**src/rtl/rx_block_lock_pkg.sv**
```systemverilog
// Shared widths, sync-header encodings and lock-state type for the 25G PCS receive block-lock
// stage.
package rx_block_lock_pkg;

    localparam int unsigned UNITWIDTH  = 64;
    localparam int unsigned LANENUMBER = 4;

    localparam logic [1:0] SH_DATA = 2'b01;
    localparam logic [1:0] SH_CTRL = 2'b10;

    typedef enum logic [1:0] {
        StUnlock,
        StSlipHold,
        StLock
    } lock_state_e;

    function automatic logic sh_valid(input logic [1:0] sh);
        return (sh == SH_DATA) || (sh == SH_CTRL);
    endfunction

endpackage

```
**src/rtl/rx_lock_fsm.sv**
```systemverilog
// One lane's sync-header block-lock state machine: lock acquisition, invalid-header window
// tracking and bit-slip requests towards the gearbox.
module rx_lock_fsm
    import rx_block_lock_pkg::*;
#(
    parameter int unsigned LOCK_CNT    = 64,
    parameter int unsigned INVALID_MAX = 16,
    parameter int unsigned SLIP_WAIT   = 4
) (
    input  logic       clk,
    input  logic       reset,
    input  logic       eval,
    input  logic [1:0] synchdr,
    output logic       lock,
    output logic       lock_next,
    output logic       slip
);

    localparam int unsigned CntW  = $clog2(LOCK_CNT + 1);
    localparam int unsigned BadW  = $clog2(INVALID_MAX + 1);
    localparam int unsigned WaitW = (SLIP_WAIT > 0) ? $clog2(SLIP_WAIT + 1) : 1;

    localparam logic [CntW-1:0]  LockCntV    = CntW'(LOCK_CNT);
    localparam logic [BadW-1:0]  InvalidMaxV = BadW'(INVALID_MAX);
    localparam logic [WaitW-1:0] SlipWaitV   = WaitW'(SLIP_WAIT);

    lock_state_e      state_q, state_d;
    logic [CntW-1:0]  good_q, good_d;
    logic [CntW-1:0]  win_q, win_d;
    logic [BadW-1:0]  bad_q, bad_d;
    logic [WaitW-1:0] wait_q, wait_d;
    logic             slip_q, slip_d;
    logic             hdr_ok;
    logic [CntW-1:0]  win_inc;
    logic [BadW-1:0]  bad_inc;

    always_comb begin
        state_d = state_q;
        good_d  = good_q;
        win_d   = win_q;
        bad_d   = bad_q;
        wait_d  = wait_q;
        slip_d  = 1'b0;
        hdr_ok  = sh_valid(synchdr);
        win_inc = win_q + 1'b1;
        bad_inc = bad_q + BadW'(!hdr_ok);

        if (eval) begin
            case (state_q)
                StUnlock: begin
                    if (!hdr_ok) begin
                        slip_d  = 1'b1;
                        good_d  = '0;
                        wait_d  = SlipWaitV;
                        state_d = StSlipHold;
                    end else if (good_q == LockCntV - 1'b1) begin
                        good_d  = '0;
                        win_d   = '0;
                        bad_d   = '0;
                        state_d = StLock;
                    end else begin
                        good_d = good_q + 1'b1;
                    end
                end
                StSlipHold: begin
                    // Gearbox is realigning; headers here carry no information.
                    if (wait_q <= WaitW'(1)) begin
                        wait_d  = '0;
                        state_d = StUnlock;
                    end else begin
                        wait_d = wait_q - 1'b1;
                    end
                end
                StLock: begin
                    // Unlock wins over the window reset when both land on the same header.
                    if (bad_inc == InvalidMaxV) begin
                        slip_d  = 1'b1;
                        win_d   = '0;
                        bad_d   = '0;
                        good_d  = '0;
                        wait_d  = SlipWaitV;
                        state_d = StSlipHold;
                    end else if (win_inc == LockCntV) begin
                        win_d = '0;
                        bad_d = '0;
                    end else begin
                        win_d = win_inc;
                        bad_d = bad_inc;
                    end
                end
                default: state_d = StUnlock;
            endcase
        end
    end

    always_ff @(posedge clk) begin
        if (reset) begin
            state_q <= StUnlock;
            good_q  <= '0;
            win_q   <= '0;
            bad_q   <= '0;
            wait_q  <= '0;
            slip_q  <= 1'b0;
        end else begin
            state_q <= state_d;
            good_q  <= good_d;
            win_q   <= win_d;
            bad_q   <= bad_d;
            wait_q  <= wait_d;
            slip_q  <= slip_d;
        end
    end

    assign lock      = (state_q == StLock);
    assign lock_next = (state_d == StLock);
    assign slip      = slip_q;

endmodule

```
**src/rtl/rx_block_lock.sv**
```systemverilog
// Per-lane block-lock stage between the RX gearbox and the RX pipeline register: registers the
// data, runs one lock FSM per lane and aggregates lock into allsync.
module rx_block_lock
    import rx_block_lock_pkg::*;
#(
    parameter int unsigned LOCK_CNT    = 64,
    parameter int unsigned INVALID_MAX = 16,
    parameter int unsigned SLIP_WAIT   = 4
) (
    input  logic                            clk,
    input  logic                            reset,
    input  logic                            in_enable,
    input  logic [UNITWIDTH*LANENUMBER-1:0] in_rxdata,
    input  logic [2*LANENUMBER-1:0]         in_synchdr,
    input  logic                            in_rxdata_valid,
    output logic [UNITWIDTH*LANENUMBER-1:0] out_rxdata,
    output logic                            out_rxdata_valid,
    output logic [LANENUMBER-1:0]           out_blocklock,
    output logic                            out_allsync,
    output logic [LANENUMBER-1:0]           out_slip
);

    logic                  eval;
    logic [LANENUMBER-1:0] lock_next;

    assign eval = in_enable & in_rxdata_valid;

    for (genvar i = 0; i < LANENUMBER; i++) begin : g_lane
        rx_lock_fsm #(
            .LOCK_CNT   (LOCK_CNT),
            .INVALID_MAX(INVALID_MAX),
            .SLIP_WAIT  (SLIP_WAIT)
        ) u_fsm (
            .clk      (clk),
            .reset    (reset),
            .eval     (eval),
            .synchdr  (in_synchdr[2*i +: 2]),
            .lock     (out_blocklock[i]),
            .lock_next(lock_next[i]),
            .slip     (out_slip[i])
        );
    end

    // allsync uses next-state lock so it moves in the same cycle as out_blocklock.
    always_ff @(posedge clk) begin
        if (reset) begin
            out_rxdata       <= '0;
            out_rxdata_valid <= 1'b0;
            out_allsync      <= 1'b0;
        end else if (in_enable) begin
            out_rxdata       <= in_rxdata;
            out_rxdata_valid <= in_rxdata_valid;
            out_allsync      <= &lock_next;
        end
    end

endmodule

```
**config.mk**
```make
export PLATFORM = sky130hd
export DESIGN_NAME = rx_block_lock
export DESIGN_NICKNAME = d
export VERILOG_FILES = /design/src/rtl/rx_block_lock_pkg.sv /design/src/rtl/rx_lock_fsm.sv /design/src/rtl/rx_block_lock.sv
export SDC_FILE = /design/constraint.sdc
export NUM_CORES = 1
export LEC_CHECK = 0
export BUFFER_PORTS_ARGS = -buffer_cell sky130_fd_sc_hd__buf_2
export CAP_MARGIN = 0
export CORE_AREA = 3 3 199 240
export CTS_CLUSTER_SIZE = 10
export DETAILED_ROUTE_END_ITERATION = 10
export DIE_AREA = 0 0 202 243
export PLACE_DENSITY = 0.54
export SYNTH_ARGS = -nofsm -noshare
export SYNTH_HDL_FRONTEND = slang
export SYNTH_HIERARCHICAL = 1
export SYNTH_SLANG_ARGS = --single-unit
```
**constraint.sdc**
```tcl
create_clock -name clk -period 7.4 [get_ports clk]
set_input_delay 0.74 -clock clk [delete_from_list [all_inputs] [get_ports clk]]
set_output_delay 0.74 -clock clk [all_outputs]
set_load 0.01 [all_outputs]
```
==> Flow_metrics.wiki <==
{| class="wikitable"
! Metric !! Value
|-
| Run status || completed
|-
| # IOs || 534
|-
| Starting utilization of the core area || 0.329
|-
| Metal1 wirelength || 19.9 mm
|-
| Flop and latch count out of synthesis || 358
|-
| Final Skew || 9.83 ps
|-
| Chip Height || 243 um
|-
| Maximum number of pins on one net before global-route repair || 232
|-
| Total power divided by cell area || 236 nW/um^2
|-
| Warnings from Yosys || 6
|-
| EDFF count, synth || 0
|-
| Die area || 49100 um^2
|-
| Length of routed met2 wiring || 22.2 mm
|-
| Critical-path cell list || buf_8 -> buf_4 -> buf_4 -> mux2i_1 -> nor2_1
|-
| Count of buffering cells on the critical path with inverters included || 3
|-
| Highest signal layer in the routed design || met5
|-
| Initial antenna violation count || 23
|-
| CP top delay family || buffers and inverters
|-
| Layout cell share with drive strength beyond 1 || 0.297
|-
| Final-layout setup total negative slack || 0 ps
|-
| Number of filler instances in the final layout || 4580
|-
| Startpoint of the worst register-to-register path || g_lane[3].u_fsm/bad_q[0]
|-
| CTS buffer count || 43
|-
| Die X-Extent || 202 um
|-
| Maximum resistive drop on vdd || 0.138 mV
|-
| Starting DRT DRC Count || 614
|-
| Fin crit share || 0.401
|-
| Path type of the worst min-delay path || input port to flop
|-
| Critical path's slowest cell || sky130_fd_sc_hd__buf_4
|-
| Dominant register cell in the synthesized netlist || sky130_fd_sc_hd__dfxtp_1
|-
| Required arrival time at the worst endpoint || 7790 ps
|-
| Synthesized netlist net count || 1873
|-
| Average wire per standard cell || 17.9 um
|-
| Number of placed instances with taps included || 2645
|-
| Pins over their slew limit || 0
|-
| Synth Area per Inst || 9.51 um^2
|-
| Core box area || 45700 um^2
|-
| Worst-path fanout max || 61
|-
| Latest clock arrival within the worst-skew pair || 550 ps
|-
| Wire length of the first global-routing pass || 74.1 mm
|-
| Highest Clock Rate || 337 MHz
|-
| Post-cts repair resize count || 0
|-
| Setup repair after global routing missed its margin || no
|-
| Number of unique standard cell types used by synthesis || 71
|-
| Standard-cell row count || 86
|-
| Total congestion overflow after global routing || 0
|-
| Post-cts hold buffer count || 0
|-
| Post-layout minimum cycle time || 2960 ps
|-
| Critical path launch point || in_enable
|-
| Headroom to the max-slew limit || 0.169
|-
| Number of H-tree levels || 2
|-
| Layout Nets || 2366
|-
| Vias in the first global route || 12636
|-
| Synthesized netlist cell count || 1581
|-
| Area delta synth->final || 28.0%
|-
| Hold path start || in_rxdata[2]
|-
| Tot GR Track Use || 0.191
|-
| Clock transition at the register clock pins on the worst setup and hold paths after CTS || 50 ps
|-
| Post-CTS Setup Inserts || 0
|-
| Remaining antenna violation count || 0
|-
| Worst setup path category || input port to flop
|-
| Most frequent cell on the critical path || sky130_fd_sc_hd__buf_4
|-
| Finish-stage setup viols || 0
|-
| Final Wtd Congestion || 0.832
|-
| CP endpoint kind || flop
|-
| Wire length reported by the detailed router || 48.7 mm
|-
| Reported leakage power || 9.05 nW
|-
| CTS tree || built
|-
| Clk root buf || sky130_fd_sc_hd__clkbuf_16
|-
| CP max stage delay || 900 ps
|-
| Worst Tran Pin Value || 1250 ps
|-
| DRC violations left || 0
|-
| Pre-Repair DR Iteration Count || 4
|-
| Synthesized area || 15000 um^2
|-
| Top library cells by usage in the layout, fill and taps aside || 531 x sky130_fd_sc_hd__buf_2, 358 x sky130_fd_sc_hd__dfxtp_1, 316 x sky130_fd_sc_hd__nor2_1
|-
| Detailed placer's ending HPWL || 36.3 mm
|-
| CTS Sinks || 358
|-
| Max-capacitance violation count || 0
|-
| Fin. Hold Viols || 0
|-
| Most common library cell in the layout ignoring fill and taps || sky130_fd_sc_hd__buf_2
|-
| Routed met3 length || 4.96 mm
|-
| Worst setup SP type || input port
|-
| Vias per cell || 4.78
|-
| Buffers on Ports || 533
|-
| Non-filler instance count after layout || 2717
|-
| Clk buf depth || 3
|-
| Fraction of registers with async set/reset || 0
|-
| Data arrival time of the critical path || 3360 ps
|-
| Number of vias after detailed routing || 12999
|-
| Sequential fraction of the synthesis area || 0.477
|}
[state kept, by name, indices dropped and copies added, names as in the netlist]
register	cells
g_lane.u_fsm/bad_q	20
g_lane.u_fsm/good_q	28
g_lane.u_fsm/slip	4
g_lane.u_fsm/state_q	8
g_lane.u_fsm/wait_q	12
g_lane.u_fsm/win_q	28
out_allsync	1
out_rxdata	256
out_rxdata_valid	1
[cells in the mapped netlist (all sizes together) (5+ instances only)]
cell type | count | share of area
xnor2 | 5 | 0.0029
nand2b | 12 | 0.0050
buf | 56 | 0.032
nand4b | 9 | 0.0052
nor3 | 30 | 0.011
mux2i | 263 | 0.18
a31o | 7 | 0.0052
a211oi | 5 | 0.0037
a31oi | 23 | 0.0096
nand3b | 7 | 0.0035
ha | 24 | 0.020
a311oi | 6 | 0.0035
or4 | 7 | 0.0040
nand3 | 70 | 0.024
dfxtp | 358 | 0.48
nand4 | 8 | 0.0033
a21oi | 83 | 0.029
o21ai | 39 | 0.013
or3 | 13 | 0.0054
clkbuf | 35 | 0.0087
o31ai | 9 | 0.0045
nor2 | 318 | 0.080
inv | 25 | 0.0062
nor2b | 11 | 0.0046
nand2 | 90 | 0.023
and2 | 11 | 0.0046
[per-stage QoR]
step / area, um^2 / hold slack [ps] / worst slack [ps] / total power, mW / util
2_1_floorplan: 15000 / 436 / 4560 / 2.38 / -
3_3_place_gp: 17900 / 443 / 3900 / 2.59 / 0.392
3_5_place_dp: 17900 / 453 / 3900 / 2.60 / 0.392
4_1_cts: 19200 / 381 / 4490 / 4.62 / 0.420
5_1_grt: 19200 / 407 / 4220 / 4.74 / 0.420
6_report: 19200 / 425 / 4440 / 4.54 / 0.421
[report_power, final]
group / internal (mW) / total [mW] / leakage [nW] / switching [mW]
Sequential: 2.02 / 2.07 / 2.94 / 0.0503
Combinational: 0.214 / 0.488 / 5.49 / 0.274
Clock: 1.20 / 1.98 / 0.619 / 0.779
Total: 3.43 / 4.54 / 9.05 / 1.10
[cells by family (layout without fill, tap and decap cells)]
group | Yosys count | after routing | share of synthesized area
simple gates | 603 | 603 | 0.183
flops | 358 | 358 | 0.477
mux | 263 | 263 | 0.176
compound gates | 209 | 209 | 0.0917
buf+inv | 117 | 621 | 0.0475
fa+ha+maj | 24 | 24 | 0.0200
xor+xnor | 7 | 7 | 0.00533
other cells | 0 | 16 | 0
[worst min-delay path, stage by stage]
cell                      delay (ps)
sky130_fd_sc_hd__buf_2            70
sky130_fd_sc_hd__mux2i_1          50
sky130_fd_sc_hd__nor2_1           70
[final cells by class]
class | instances | area [um^2] | share of cell area
antenna | 16 | 40.0 | 0.00208
sequential | 358 | 7170 | 0.372
inverter | 26 | 97.6 | 0.00507
clock inverter | 3 | 90.1 | 0.00468
timing repair buffer | 539 | 2750 | 0.143
clock buffer | 53 | 1180 | 0.0611
multi-input combinational | 1106 | 7160 | 0.372
tap | 616 | 771 | 0.0401
[per-layer routing]
layer	global-route usage	vias to the layer above
li1	-	6487
met1	0.225	5972
met2	0.300	440
met3	0.0869	90
met4	0.0809	10
met5	0	-
[path summary, 6_finish.rpt]
path,endpoint,slack [ps],depth (start not counted)
worst max-delay path,out_rxdata[157],4440,5
worst min-delay path,out_rxdata[2],430,3
worst max register to register,out_allsync,4970,9
worst min register to register,g_lane[2].u_fsm/bad_q[0],460,2
Power figures use the tool's default switching activity.
